### config.mk
export PLATFORM = sky130hd
export DESIGN_NAME = mem_stage
export DESIGN_NICKNAME = d
export VERILOG_FILES = /design/src/rtl/mem_pkg.sv /design/src/rtl/mem_stage_lsu_align.sv /design/src/rtl/mem_stage.sv
export SDC_FILE = /design/constraint.sdc
export NUM_CORES = 1
export LEC_CHECK = 0
export ABC_CLOCK_PERIOD_IN_PS = 2700
export BUFFER_PORTS_ARGS = -buffer_cell sky130_fd_sc_hd__buf_2
export CAP_MARGIN = 20
export CORE_UTILIZATION = 51
export CTS_CLUSTER_SIZE = 30
export DETAILED_ROUTE_END_ITERATION = 10
export PLACE_DENSITY = 0.81
export SLEW_MARGIN = 10
export SYNTH_ARGS = -nofsm -noshare
export SYNTH_HDL_FRONTEND = slang
export SYNTH_HIERARCHICAL = 1
export SYNTH_SLANG_ARGS = --single-unit
### constraint.sdc
create_clock -name clk -period 2.7 [get_ports clk]
set_input_delay 0.54 -clock clk [delete_from_list [all_inputs] [get_ports clk]]
set_output_delay 0.54 -clock clk [all_outputs]
set_load 0.03 [all_outputs]
### src/rtl/mem_pkg.sv
`default_nettype none
// ============================================================================
//  Module  : mem_pkg
//  Brief   : Shared constants and types for the MEM stage: load/store funct3
//            encodings and the data-memory access FSM state encoding.
//  Rev     : 1.0  initial release
// ============================================================================
package mem_pkg;

    // Load/store size and sign encodings (RISC-V funct3)
    localparam logic [2:0] F3_B  = 3'b000;
    localparam logic [2:0] F3_H  = 3'b001;
    localparam logic [2:0] F3_W  = 3'b010;
    localparam logic [2:0] F3_BU = 3'b100;
    localparam logic [2:0] F3_HU = 3'b101;

    // Data-memory access FSM states
    typedef enum logic [1:0] {
        ST_IDLE   = 2'd0,
        ST_ACCESS = 2'd1,
        ST_DONE   = 2'd2
    } mem_state_t;

    // Width of a counter able to hold 0..timeout
    function automatic int cnt_width(input int timeout);
        return $clog2(timeout + 1);
    endfunction

endpackage
`default_nettype wire

### src/rtl/mem_stage_lsu_align.sv
`default_nettype none
// ============================================================================
//  Module  : lsu_align
//  Brief   : Combinational load/store alignment: byte enables and lane
//            replicated store data, load lane extract with sign/zero extend,
//            and misaligned-access detection.
//  Rev     : 1.0  initial release
// ============================================================================
module lsu_align
    import mem_pkg::*;
(
    input  logic [2:0]  i_funct3,
    input  logic [1:0]  i_offset,
    input  logic [31:0] i_store_data,
    input  logic [31:0] i_load_word,
    output logic [3:0]  o_be,
    output logic [31:0] o_wdata,
    output logic [31:0] o_load_data,
    output logic        o_misaligned
);

    logic [7:0]  w_byte;
    logic [15:0] w_half;

    // Pick the addressed byte and halfword lanes out of the read word
    always_comb begin
        w_byte = i_load_word[7:0];
        case (i_offset)
            2'd0:    w_byte = i_load_word[7:0];
            2'd1:    w_byte = i_load_word[15:8];
            2'd2:    w_byte = i_load_word[23:16];
            default: w_byte = i_load_word[31:24];
        endcase
        w_half = i_offset[1] ? i_load_word[31:16] : i_load_word[15:0];
    end

    // Size decode; anything not byte/halfword behaves as a full word
    always_comb begin
        o_be         = 4'b1111;
        o_wdata      = i_store_data;
        o_load_data  = i_load_word;
        o_misaligned = (i_offset != 2'd0);
        case (i_funct3)
            F3_B, F3_BU: begin
                o_be         = 4'b0001 << i_offset;
                o_wdata      = {4{i_store_data[7:0]}};
                o_misaligned = 1'b0;
                o_load_data  = (i_funct3 == F3_B) ? {{24{w_byte[7]}}, w_byte}
                                                  : {24'd0, w_byte};
            end
            F3_H, F3_HU: begin
                o_be         = 4'b0011 << i_offset;
                o_wdata      = {2{i_store_data[15:0]}};
                o_misaligned = i_offset[0];
                o_load_data  = (i_funct3 == F3_H) ? {{16{w_half[15]}}, w_half}
                                                  : {16'd0, w_half};
            end
            default: ;
        endcase
    end

endmodule
`default_nettype wire

### src/rtl/mem_stage.sv
`default_nettype none
// ============================================================================
//  Module  : mem_stage
//  Brief   : EX/MEM register, req/ack data-memory access with timeout, load
//            alignment and MEM/WB register of the 5-stage RISC-V pipeline.
//            Stalls the front of the pipe while an access is outstanding.
//  Rev     : 1.0  initial release
// ============================================================================
module mem_stage
    import mem_pkg::*;
#(
    parameter int TIMEOUT = 16
) (
    input  logic        clk,
    input  logic        reset,
    input  logic [31:0] ALUResult_ex,
    input  logic [31:0] MemWriteData_ex,
    input  logic [4:0]  rdAddr_ex,
    input  logic        RegWrite_ex,
    input  logic        MemRead_ex,
    input  logic        MemWrite_ex,
    input  logic        MemToReg_ex,
    input  logic [2:0]  funct3_ex,
    output logic [31:0] ALUResult_mem,
    output logic [4:0]  rdAddr_mem,
    output logic        RegWrite_mem,
    output logic [31:0] RegWriteData_wb,
    output logic [4:0]  rdAddr_wb,
    output logic        RegWrite_wb,
    output logic        stall_mem,
    output logic        dmem_req,
    output logic        dmem_we,
    output logic [31:0] dmem_addr,
    output logic [3:0]  dmem_be,
    output logic [31:0] dmem_wdata,
    input  logic [31:0] dmem_rdata,
    input  logic        dmem_ack,
    output logic        bus_err
);

    localparam int CNT_W = cnt_width(TIMEOUT);
    localparam logic [CNT_W-1:0] C_CNT_LAST = CNT_W'(TIMEOUT - 1);

    // EX/MEM register
    logic [31:0] r_alu_mem;
    logic [31:0] r_sdata_mem;
    logic [4:0]  r_rd_mem;
    logic        r_regwrite_mem;
    logic        r_memread_mem;
    logic        r_memwrite_mem;
    logic        r_memtoreg_mem;
    logic [2:0]  r_f3_mem;

    // MEM/WB register
    logic [31:0] r_alu_wb;
    logic [31:0] r_load_wb;
    logic [4:0]  r_rd_wb;
    logic        r_regwrite_wb;
    logic        r_memtoreg_wb;

    // Access FSM
    mem_state_t       r_state;
    logic [CNT_W-1:0] r_cnt;

    logic        w_mem_op;
    logic        w_mis_raw;
    logic        w_misaligned;
    logic        w_req;
    logic        w_stall;
    logic        w_timeout;
    logic        w_aborted;
    logic [3:0]  w_be;
    logic [31:0] w_wdata;
    logic [31:0] w_load_data;

    lsu_align u_lsu_align (
        .i_funct3     (r_f3_mem),
        .i_offset     (r_alu_mem[1:0]),
        .i_store_data (r_sdata_mem),
        .i_load_word  (dmem_rdata),
        .o_be         (w_be),
        .o_wdata      (w_wdata),
        .o_load_data  (w_load_data),
        .o_misaligned (w_mis_raw)
    );

    // DONE is only reached through a timeout, with the aborted entry still
    // held in EX/MEM; it retires that entry once without re-issuing it. An
    // ack releases the stall in the same cycle, so EX/MEM already advances
    // and the FSM goes straight back to IDLE, letting the next op issue.
    assign w_mem_op     = r_memread_mem | r_memwrite_mem;
    assign w_misaligned = w_mem_op & w_mis_raw;
    assign w_req        = w_mem_op & ~w_mis_raw & (r_state != ST_DONE);
    assign w_stall      = w_req & ~dmem_ack;
    assign w_timeout    = w_stall & (r_cnt == C_CNT_LAST);
    assign w_aborted    = (r_state == ST_DONE);

    // EX/MEM register: advance unless the access is still outstanding
    always_ff @(posedge clk) begin
        if (reset) begin
            r_alu_mem      <= '0;
            r_sdata_mem    <= '0;
            r_rd_mem       <= '0;
            r_regwrite_mem <= 1'b0;
            r_memread_mem  <= 1'b0;
            r_memwrite_mem <= 1'b0;
            r_memtoreg_mem <= 1'b0;
            r_f3_mem       <= '0;
        end else if (!w_stall) begin
            r_alu_mem      <= ALUResult_ex;
            r_sdata_mem    <= MemWriteData_ex;
            r_rd_mem       <= rdAddr_ex;
            r_regwrite_mem <= RegWrite_ex;
            r_memread_mem  <= MemRead_ex;
            r_memwrite_mem <= MemWrite_ex;
            r_memtoreg_mem <= MemToReg_ex;
            r_f3_mem       <= funct3_ex;
        end
    end

    // MEM/WB register: bubble while stalled, squash writes of failed accesses
    always_ff @(posedge clk) begin
        if (reset) begin
            r_alu_wb      <= '0;
            r_load_wb     <= '0;
            r_rd_wb       <= '0;
            r_regwrite_wb <= 1'b0;
            r_memtoreg_wb <= 1'b0;
        end else if (w_stall) begin
            r_rd_wb       <= '0;
            r_regwrite_wb <= 1'b0;
        end else begin
            r_alu_wb      <= r_alu_mem;
            r_load_wb     <= w_aborted ? 32'd0 : w_load_data;
            r_rd_wb       <= r_rd_mem;
            r_regwrite_wb <= r_regwrite_mem & ~w_misaligned & ~w_aborted;
            r_memtoreg_wb <= r_memtoreg_mem;
        end
    end

    // Access FSM with wait-cycle counter; r_cnt = request cycles already spent
    always_ff @(posedge clk) begin
        if (reset) begin
            r_state <= ST_IDLE;
            r_cnt   <= '0;
        end else begin
            case (r_state)
                ST_IDLE: begin
                    if (w_timeout) begin
                        r_state <= ST_DONE;
                        r_cnt   <= '0;
                    end else if (w_stall) begin
                        r_state <= ST_ACCESS;
                        r_cnt   <= CNT_W'(1);
                    end
                end
                ST_ACCESS: begin
                    if (!w_stall) begin
                        r_state <= ST_IDLE;
                        r_cnt   <= '0;
                    end else if (w_timeout) begin
                        r_state <= ST_DONE;
                        r_cnt   <= '0;
                    end else begin
                        r_cnt   <= r_cnt + CNT_W'(1);
                    end
                end
                ST_DONE: begin
                    r_state <= ST_IDLE;
                    r_cnt   <= '0;
                end
                default: begin
                    r_state <= ST_IDLE;
                    r_cnt   <= '0;
                end
            endcase
        end
    end

    assign ALUResult_mem   = r_alu_mem;
    assign rdAddr_mem      = r_rd_mem;
    assign RegWrite_mem    = r_regwrite_mem;

    assign RegWriteData_wb = r_memtoreg_wb ? r_load_wb : r_alu_wb;
    assign rdAddr_wb       = r_rd_wb;
    assign RegWrite_wb     = r_regwrite_wb;

    assign stall_mem       = w_stall;
    assign dmem_req        = w_req;
    assign dmem_we         = w_req & r_memwrite_mem;
    assign dmem_addr       = w_req ? {r_alu_mem[31:2], 2'b00} : 32'd0;
    assign dmem_be         = w_req ? w_be : 4'd0;
    assign dmem_wdata      = w_req ? w_wdata : 32'd0;

    // A reset landing on a timeout cycle aborts silently
    assign bus_err         = ~reset & (w_misaligned | w_timeout);

endmodule
`default_nettype wire

-- Yosys cells after proc, flatten, opt, wreduce, memory -nomap -nowiden
Index checks and enable logic that the tools add are counted.
- bits in registers: 154
- mux-type cells: 23
- shift-type cells: 2
- bitwise operators: 16
- add/subtract/negate cells: 1
- reduce and logical (&&, ||, !) cells: 8
- eq/ne operators: 11
- operators with widths (cell ; count):
    $mux W32 ; 6
    $pmux W32 S2 ; 2
    $pmux W8 S3 ; 1
    $mux W5 ; 4
    $mux W16 ; 1
    $pmux W5 S2 ; 1
    $and A1 B1 Y1 ; 9
    $mux W2 ; 4
    $pmux W4 S2 ; 1
    $eq A3 B3 Y1 const B ; 2
    $ne A3 B3 Y1 const B ; 2
    $reduce_or A2 Y1 ; 3
    $add A5 B1 Y5 const B ; 1
    $eq A5 B4 Y1 const B ; 1
    $not A1 Y1 ; 5
    $eq A2 B1 Y1 const B ; 2
    $eq A2 B2 Y1 const B ; 2
    $logic_not A2 Y1 ; 2
    $mux W4 ; 1
    $pmux W2 S2 ; 1
    $shl A1 B2 Y4 const A ; 1
    $shl A2 B2 Y4 const A ; 1
    $eq A3 B1 Y1 const B ; 1
    $logic_not A3 Y1 ; 1
    5 further kinds ; 6

-- Logic depth before layout (Yosys ltp)
Gate-level depths: netlist of run 1.
- word-level depth: 11
- gate-level depth with buffers: 13
- depth with buffers taken out: 7

-- Hierarchy
The synthesis of run 1 kept the hierarchy.
- modules (own cells, without submodules) (module ; sequential area each (sq um) ; times used ; cells an instance ; area each (sq um)):
    mem_stage ; 3083.0 ; 1 ; 788 ; 6317.3
    lsu_align ; 0.0 ; 1 ; 183 ; 1351.3

-- Worst setup path before layout of run 1
No wires, ideal clock.
- path kind: register -> output
- start: register r_alu_mem[1], in the netlist ALUResult_mem[1]
- end: output bus_err
- setup slack: -0.095 ns
- stages on the path, launching flop included: 12
- data arrival time: 2.255 ns
- cells stage by stage: dfxtp_1 buf_6 clkbuf_1 o21ai_0 nand2_1 nor2_1 nand3b_1 buf_4 inv_6 buf_6 nand2_1 a21oi_1
- longest elaborated chain between the ends: 9
- ends and longest elaborated chain (element ; line ; text):
    from (decl) ; mem_stage.sv:45 ; logic [31:0] r_alu_mem;
    from (signal assigned) ; mem_stage.sv:110 ; r_alu_mem <= ALUResult_ex;
    $reduce_bool A2 Y1 * ; mem_stage_lsu_align.sv:42 ; o_misaligned = (i_offset != 2'd0);
    $pmux W1 S2 * ; mem_stage_lsu_align.sv:43 ; case (i_funct3)
    named net w_mis_raw ; mem_stage.sv:66 ; logic w_mis_raw;
    $not A1 Y1 ; mem_stage.sv:93 ; assign w_req = w_mem_op & ~w_mis_raw & (r_state != ST_DONE);
    $and A1 B1 Y1 (2 in a row) ; mem_stage.sv:93 ;
    $and A1 B1 Y1 ; mem_stage.sv:94 ; assign w_stall = w_req & ~dmem_ack;
    $and A1 B1 Y1 ; mem_stage.sv:95 ; assign w_timeout = w_stall & (r_cnt == C_CNT_LAST);
    $or A1 B1 Y1 * ; mem_stage.sv:196 ; assign bus_err = ~reset & (w_misaligned | w_timeout);
    $and A1 B1 Y1 * ; mem_stage.sv:196 ;
    to (decl) ; mem_stage.sv:38 ; output logic bus_err
Mark *: on every way through the listed nets, which the timed path passes. The rest lies on a longest branch.

-- Final worst setup path of run 1
- start: register r_alu_mem[0], in the netlist ALUResult_mem[0]
- end: output bus_err
- longest elaborated chain between the ends: 9
- ends and longest elaborated chain (element ; line):
    $reduce_bool A2 Y1 ; mem_stage_lsu_align.sv:42
    $pmux W1 S2 * ; mem_stage_lsu_align.sv:43
    named net w_mis_raw ; mem_stage.sv:66
    $not A1 Y1 ; mem_stage.sv:93
    $and A1 B1 Y1 (2 in a row) ; mem_stage.sv:93
    $and A1 B1 Y1 ; mem_stage.sv:94
    $and A1 B1 Y1 ; mem_stage.sv:95
    $or A1 B1 Y1 * ; mem_stage.sv:196
    $and A1 B1 Y1 * ; mem_stage.sv:196
Marks and branches as above.

==> flow_summary.yaml, run 1 <==
run_status:
  status: "finished clean"
sta:
  finalSetupTns_ns: 0
  maxSlewViolCount: 0
  fin_crit_ns: 2.54
  final.setup_skew_ns: 0.00752
  hold_viol: 0
  setup_violations: 0
  fin_crit_sh_pct: 94.1
  max_freq_mhz: 394
  grt_setup_unrepaired: "false"
  tightest_slew_ns: 0.656
  maxSlewHeadroom_pct: 56.3
power:
  peakVddDrop_mv: 0.462
  powerDensity_mw_per_mm2: 674
  p_total_mw: 6.37
  leakage_nw: 4.42
grt:
  overflow: 0
  grt_max_degree: 145
  antenna_found_initial: 1
  grt_pass1_wl_mm: 33.3
  grt_usage_pct: 26.5
  grt_pass1_vias: 6629
synthesis:
  synth_ff_type: "dfxtp_1"
  synth-seq-area-share_pct: 40.2
  syn_area_mm2: 0.00767
  syn_area_per_cell_um2: 7.90
  synth_edf_count: 0
  yosysUniqueCellTypes: 42
  synth_warnings: 6
  synth-seq-cells: 154
  syn_inst: 971
  ys_async_sr_fraction_pct: 0
die:
  ios: 259
  fp.dieArea_mm2: 0.0155
  die_height_um: 125
  design.core.area_mm2: 0.0146
  die_w_um: 125
  row_count: 44
  initial_core_util_pct: 52.6
routing:
  drtPass1Iterations: 5
  vias_per_cell: 5.34
  drt_iter0_drc: 589
  drt-total-wl_mm: 21.4
  drc_errors: 0
  ant_nets: 0
  vias: 7333
  drt-wirelength-per-cell_um: 15.6
layout:
  drive_gt1_share_pct: 32.4
  instances_no_fill: 1374
  area_delta_synth_final_pct: 23.2
  nNetsFinal: 1287
clock_tree:
  cts_max_level: 4
  cts-buffers-inserted: 17
  cts_tree: "yes"
  clock_path_buffers: 2
  cts-root-buf: "clkbuf_16"
  clk_latency_ns: 0.42
  clk_pin_slew_worst_paths_ns: 0.07
  clock-sinks: 154
  hold_buffers: 0
critical_path:
  worst_setup_path_end_kind: "output port"
  path_max_fanout: 10
  cpMostUsedCell: "nand2_1"
  critPathKind: "flop to output port"
  cp_slowest_cell: "dfxtp_1"
  cpPeakStageDelay_ns: 0.34
  required_ns: 2.16
  crit_arrival_ns: 2.00
  startpoint_type: "flop"
  path_cells: "buf_4, nand2_1, nand2_2, nor2_2, nand3b_1, inv_6, nand2_1, a21oi_2, buf_2"
flow_run:
  max-cap-violations: 0
worst_hold_path:
  hold_class: "input pin to flop"
placed_design:
  dp_cells: 1336
  dp_hpwl_mm: 14.2
  gp_congestion: 0.879
  io_buffers: 256
[worst max-delay path, delay by kind of cell (launching register included)]
family	cells	cell delay (ns)
buffers and inverters	3	0.50
AO/OA/AOI/OAI	1	0.14
flip-flops	1	0.34
AND/OR/NAND/NOR	5	0.60
[routing by layer]
layer | vias up | global-route usage (%) | wire length [um]
li1 | 3637 | - | -
met1 | 3389 | 34.6 | 9340
met2 | 264 | 43.1 | 10100
met3 | 43 | 4.55 | 1300
met4 | 0 | 11.6 | 601
met5 | - | 0 | 0
[area by class of cell]
class / count / area [um2]
diodes: 2 / 5.00
inverters: 4 / 20.0
clock buffers: 20 / 447
well taps: 184 / 230
multi-input cells: 720 / 4030
clock inverters: 12 / 140
fillers: 1240 / 5140
flip-flops and latches: 154 / 3090
repair buffers: 278 / 1490
[state kept, by name, indices dropped and copies added (netlist names)]
| name | count |
|---|---|
| r_memtoreg_mem | 1 |
| ALUResult_mem | 32 |
| r_alu_wb | 32 |
| r_sdata_mem | 32 |
| RegWrite_wb | 1 |
| rdAddr_wb | 5 |
| rdAddr_mem | 5 |
| r_load_wb | 32 |
| r_cnt | 5 |
| r_memwrite_mem | 1 |
| r_memread_mem | 1 |
| r_f3_mem | 3 |
| RegWrite_mem | 1 |
| r_state | 2 |
| r_memtoreg_wb | 1 |
[cell usage in the layout (no fill, tap or decap), types with 2 or more instances in the layout]
cell type     n
nand3_1      36
inv_1         3
inv_6         3
nor3_1        3
bufinv_16     2
a32oi_1       2
diode_2       2
dfxtp_2       2
mux2_4        2
o21ai_0      12
nand2_1     284
buf_2       255
mux2_2       48
a221o_1       7
nor2_2        2
clkbuf_16    17
or2_2         2
and2_1       72
clkbuf_1      2
nor2b_1      14
nor2_1       15
o221ai_1      5
buf_12        3
and3_1        3
nand2b_1      2
o21bai_1      4
buf_6         2
buf_4        18
clkinvlp_4    5
o211ai_2     12
mux2i_1      16
a21oi_1     152
nor3b_1       2
o211ai_1      6
nand3b_1      2
dfxtp_1     152
conb_1        2
o221ai_2      2
nor2b_4       2
[where the power goes]
part	total, mW	switching, mW	internal [mW]	leakage [nW]
sequential	2.57	0.124	2.45	1.27
clock	2.38	0.983	1.40	0.271
combinational	1.41	0.906	0.509	2.88
[per-stage QoR]
step / setup WS (ns) / hold slack [ns] / cell area [um2] / util (%)
6_report: 0.159 / 0.351 / 9450 / 64.8
2_1_floorplan: 0.0113 / 0.428 / 7680 / -
4_1_cts: 0.0222 / 0.337 / 9420 / 64.5
3_3_place_gp: 0.470 / 0.435 / 8810 / 60.4
5_1_grt: 0.0460 / 0.351 / 9440 / 64.7
3_5_place_dp: 0.395 / 0.441 / 8810 / 60.4
[repair_timing]
action,in CTS,in global routing
pin swaps,1,2
gates cloned,0,1
setup endpoints to repair,1,47
setup buffers,3,0
gates resized for setup,0,8
[cells by family (layout without fill, tap and decap cells)]
family          count (synthesis)  in the layout  share of synthesized area [%]
simple gates                  444            444                           26.1
compound gates                207            207                           16.4
flops                         154            154                           40.2
buf+inv                        98            314                           7.62
mux                            66             66                           9.53
fa+ha+maj                       1              1                          0.163
other cells                     1              4                         0.0489
[worst paths after layout]
check	start	to	slack, ns	cells after the start
worst max-delay path	ALUResult_mem[0]	bus_err	0.16	9
worst min-delay path	ALUResult_ex[2]	ALUResult_mem[2]	0.35	3
worst max register to register	ALUResult_mem[0]	ALUResult_mem[20]	0.29	11
worst min register to register	r_alu_wb[4]	r_alu_wb[4]	0.45	2
[cell usage after synthesis (3+ instances only)]
master / count / area (um2)
nor2b_1: 14 / 87.6
buf_2: 25 / 125
nor2_1: 16 / 60.1
o221ai_1: 5 / 43.8
inv_1: 3 / 11.3
buf_4: 21 / 158
o21ai_0: 13 / 65.1
and3_1: 3 / 18.8
clkbuf_2: 3 / 15.0
o21bai_1: 4 / 30.0
o211ai_1: 6 / 45.0
buf_6: 13 / 146
a221o_1: 7 / 70.1
o211ai_2: 12 / 150
nand2_1: 285 / 1070
clkbuf_1: 30 / 113
nor3_1: 4 / 20.0
and2_1: 72 / 450
nand3_1: 36 / 180
dfxtp_1: 154 / 3080
a21oi_1: 153 / 766
mux2i_1: 16 / 160
mux2_2: 48 / 541
Power figures use the tool's default switching activity.
==> run 2: changes to the inputs <==
Settings changed: CORE_MARGIN set to 4.
==> run 2 against run 1 <==
Flip-flop and latch count unchanged; register-to-register slack gained 0.27 ns; die area up 9.9%; non-clock buffer count fell by 1; clock power up 4%; count of clock-buffer cells in the layout is 3 lower; sequential share of layout area fell by 0.061 points; critical endpoint unchanged; largest power group unchanged.
==> flow_summary.yaml, run 2 (synthesis gave the netlist of run 1 again) <==
flow_run:
  max-cap-violations: 0
sta:
  setup_violations: 0
  maxSlewViolCount: 0
  grt_setup_unrepaired: "false"
  maxSlewHeadroom_pct: 53.5
  hold_viol: 0
  fin_crit_sh_pct: 94.1
  finalSetupTns_ns: 0
  fin_crit_ns: 2.54
  final.setup_skew_ns: 0.00932
  tightest_slew_ns: 0.691
  max_freq_mhz: 394
  whs_ns: 0.349
  fin_ws_ns: 0.160
die:
  design.core.area_mm2: 0.0146
  die_w_um: 131
  fp.dieArea_mm2: 0.0171
  initial_core_util_pct: 52.4
  ios: 259
  row_count: 44
  die_height_um: 131
routing:
  drtPass1Iterations: 5
  drc_errors: 0
  drt-wirelength-per-cell_um: 15.9
  vias_per_cell: 5.29
  drt_iter0_drc: 511
  vias: 7264
  drt-total-wl_mm: 21.8
  ant_nets: 0
clock_tree:
  cts_tree: "yes"
  cts_max_level: 4
  cts-root-buf: "clkbuf_16"
  post_cts_buffers: 0
  clock_path_buffers: 2
  clk_pin_slew_worst_paths_ns: 0.07
  clk_latency_ns: 0.42
  clock-sinks: 154
  cts-buffers-inserted: 17
grt:
  grt_pass1_vias: 6707
  antenna_found_initial: 2
  grt_pass1_wl_mm: 34.0
  grt_usage_pct: 24.8
  grt_max_degree: 145
  overflow: 0
layout:
  layout_commonest_cell: "nand2_1"
  stdcell_area_mm2: 0.00946
  nFillCells: 1310
  nNetsFinal: 1286
  drive_gt1_share_pct: 32.4
  area_delta_synth_final_pct: 23.4
  mostFrequentLayoutCells: "nand2_1, buf_2, dfxtp_1, a21oi_1, and2_1"
placed_design:
  gp_congestion: 0.891
  io_buffers: 256
  dp_hpwl_mm: 15.0
  placed_cell_area_mm2: 0.00883
  place_ws_ns: 0.447
power:
  p_total_mw: 6.46
  intPower_mw: 4.43
  p_clk_share_pct: 38.3
  seqPwrFrac_pct: 39.9
  leakage_nw: 4.45
  p_sw_share_pct: 31.4
  p_sw_mw: 2.03
  power_frac_comb_pct: 21.8
  powerDensity_mw_per_mm2: 683
  peakVddDrop_mv: 0.467
critical_path:
  startpoint_type: "flop"
  reg2reg_slack_ns: 0.56
  path_max_fanout: 13
  path_cells: "o21ai_1, nand2_2, nor2_2, nand3b_1, inv_6, nand2_1, a21oi_2, buf_2"
  worst_setup_path_end_kind: "output port"
  r2r-start: "r_f3_mem[1]"
  startpoint: "r_f3_mem[1]"
  r2r_cells: 8
  cp_slowest_cell: "dfxtp_2"
  required_ns: 2.16
  r2r_end: "rdAddr_wb[1]"
  cpPeakStageDelay_ns: 0.40
  crit_arrival_ns: 2.00
  critPathKind: "flop to output port"
worst_hold_path:
  whs_endpoint: "ALUResult_mem[13]"
  hold_class: "input pin to flop"
  whs_path_depth: 3
  worstHoldStart: "ALUResult_ex[13]"
run_status:
  status: "finished clean"
## run 2: how the worst max path moves through the flow
| stage | slack (ns) | cells after the start | to |
|---|---|---|---|
| 2_1_floorplan | 0.01 | 8 | dmem_addr[26] |
| 5_1_grt | 0.02 | 8 | bus_err |
| 6_report | 0.16 | 8 | bus_err |
| 4_1_cts | 0.02 | 8 | bus_err |
| 3_5_place_dp | 0.45 | 8 | rdAddr_wb[1] |
| 3_3_place_gp | 0.52 | 7 | rdAddr_wb[0] |
## run 2: cell type report
class,count,area [um2],area share [%]
Inverter,4,20.0,0.212
Clock buffer,17,425,4.50
Tap cell,184,230,2.43
Timing Repair Buffer,277,1490,15.7
Clock inverter,14,188,1.98
Sequential cell,154,3080,32.6
Antenna cell,3,7.51,0.0794
Multi-Input combinational cell,720,4020,42.5
## run 2: routing by layer
| layer | vias to the layer above | part of all wire (%) | global-route usage, % |
|---|---|---|---|
| li1 | 3646 | - | - |
| met1 | 3391 | 44 | 32.8 |
| met2 | 195 | 48 | 39.7 |
| met3 | 32 | 5.6 | 5.41 |
| met4 | 0 | 2.4 | 9.74 |
| met5 | - | 0 | 0 |
## run 2: stage by stage
stage	util (%)	std cells
after CTS	64.5	1370
after global placement	60.3	1339
after floorplan	-	972
after detailed placement	60.3	1339
final	64.6	1373
after global routing	64.6	1372
## run 2: power by group through the flow
stage	Combinational [mW]	Clock, mW	Sequential (mW)
floorplan	0.969	0	2.67
global placement	1.38	0	2.61
detailed placement	1.39	0	2.62
global route	1.53	2.61	2.60
CTS	1.40	2.50	2.57
finish	1.41	2.48	2.58
## run 2: critical path: cells and delay by family, from the launching register on
| family | cells | cell delay, ns |
|---|---|---|
| and+or+nand+nor | 4 | 0.57 |
| AOI/OAI and AO/OA | 2 | 0.26 |
| buffers and inverters | 2 | 0.36 |
| DFF | 1 | 0.40 |
## run 2: timing repair
action | CTS | global route
hold buffers | 0 | 0
setup endpoints to repair | 0 | 65
resized for setup | 0 | 5
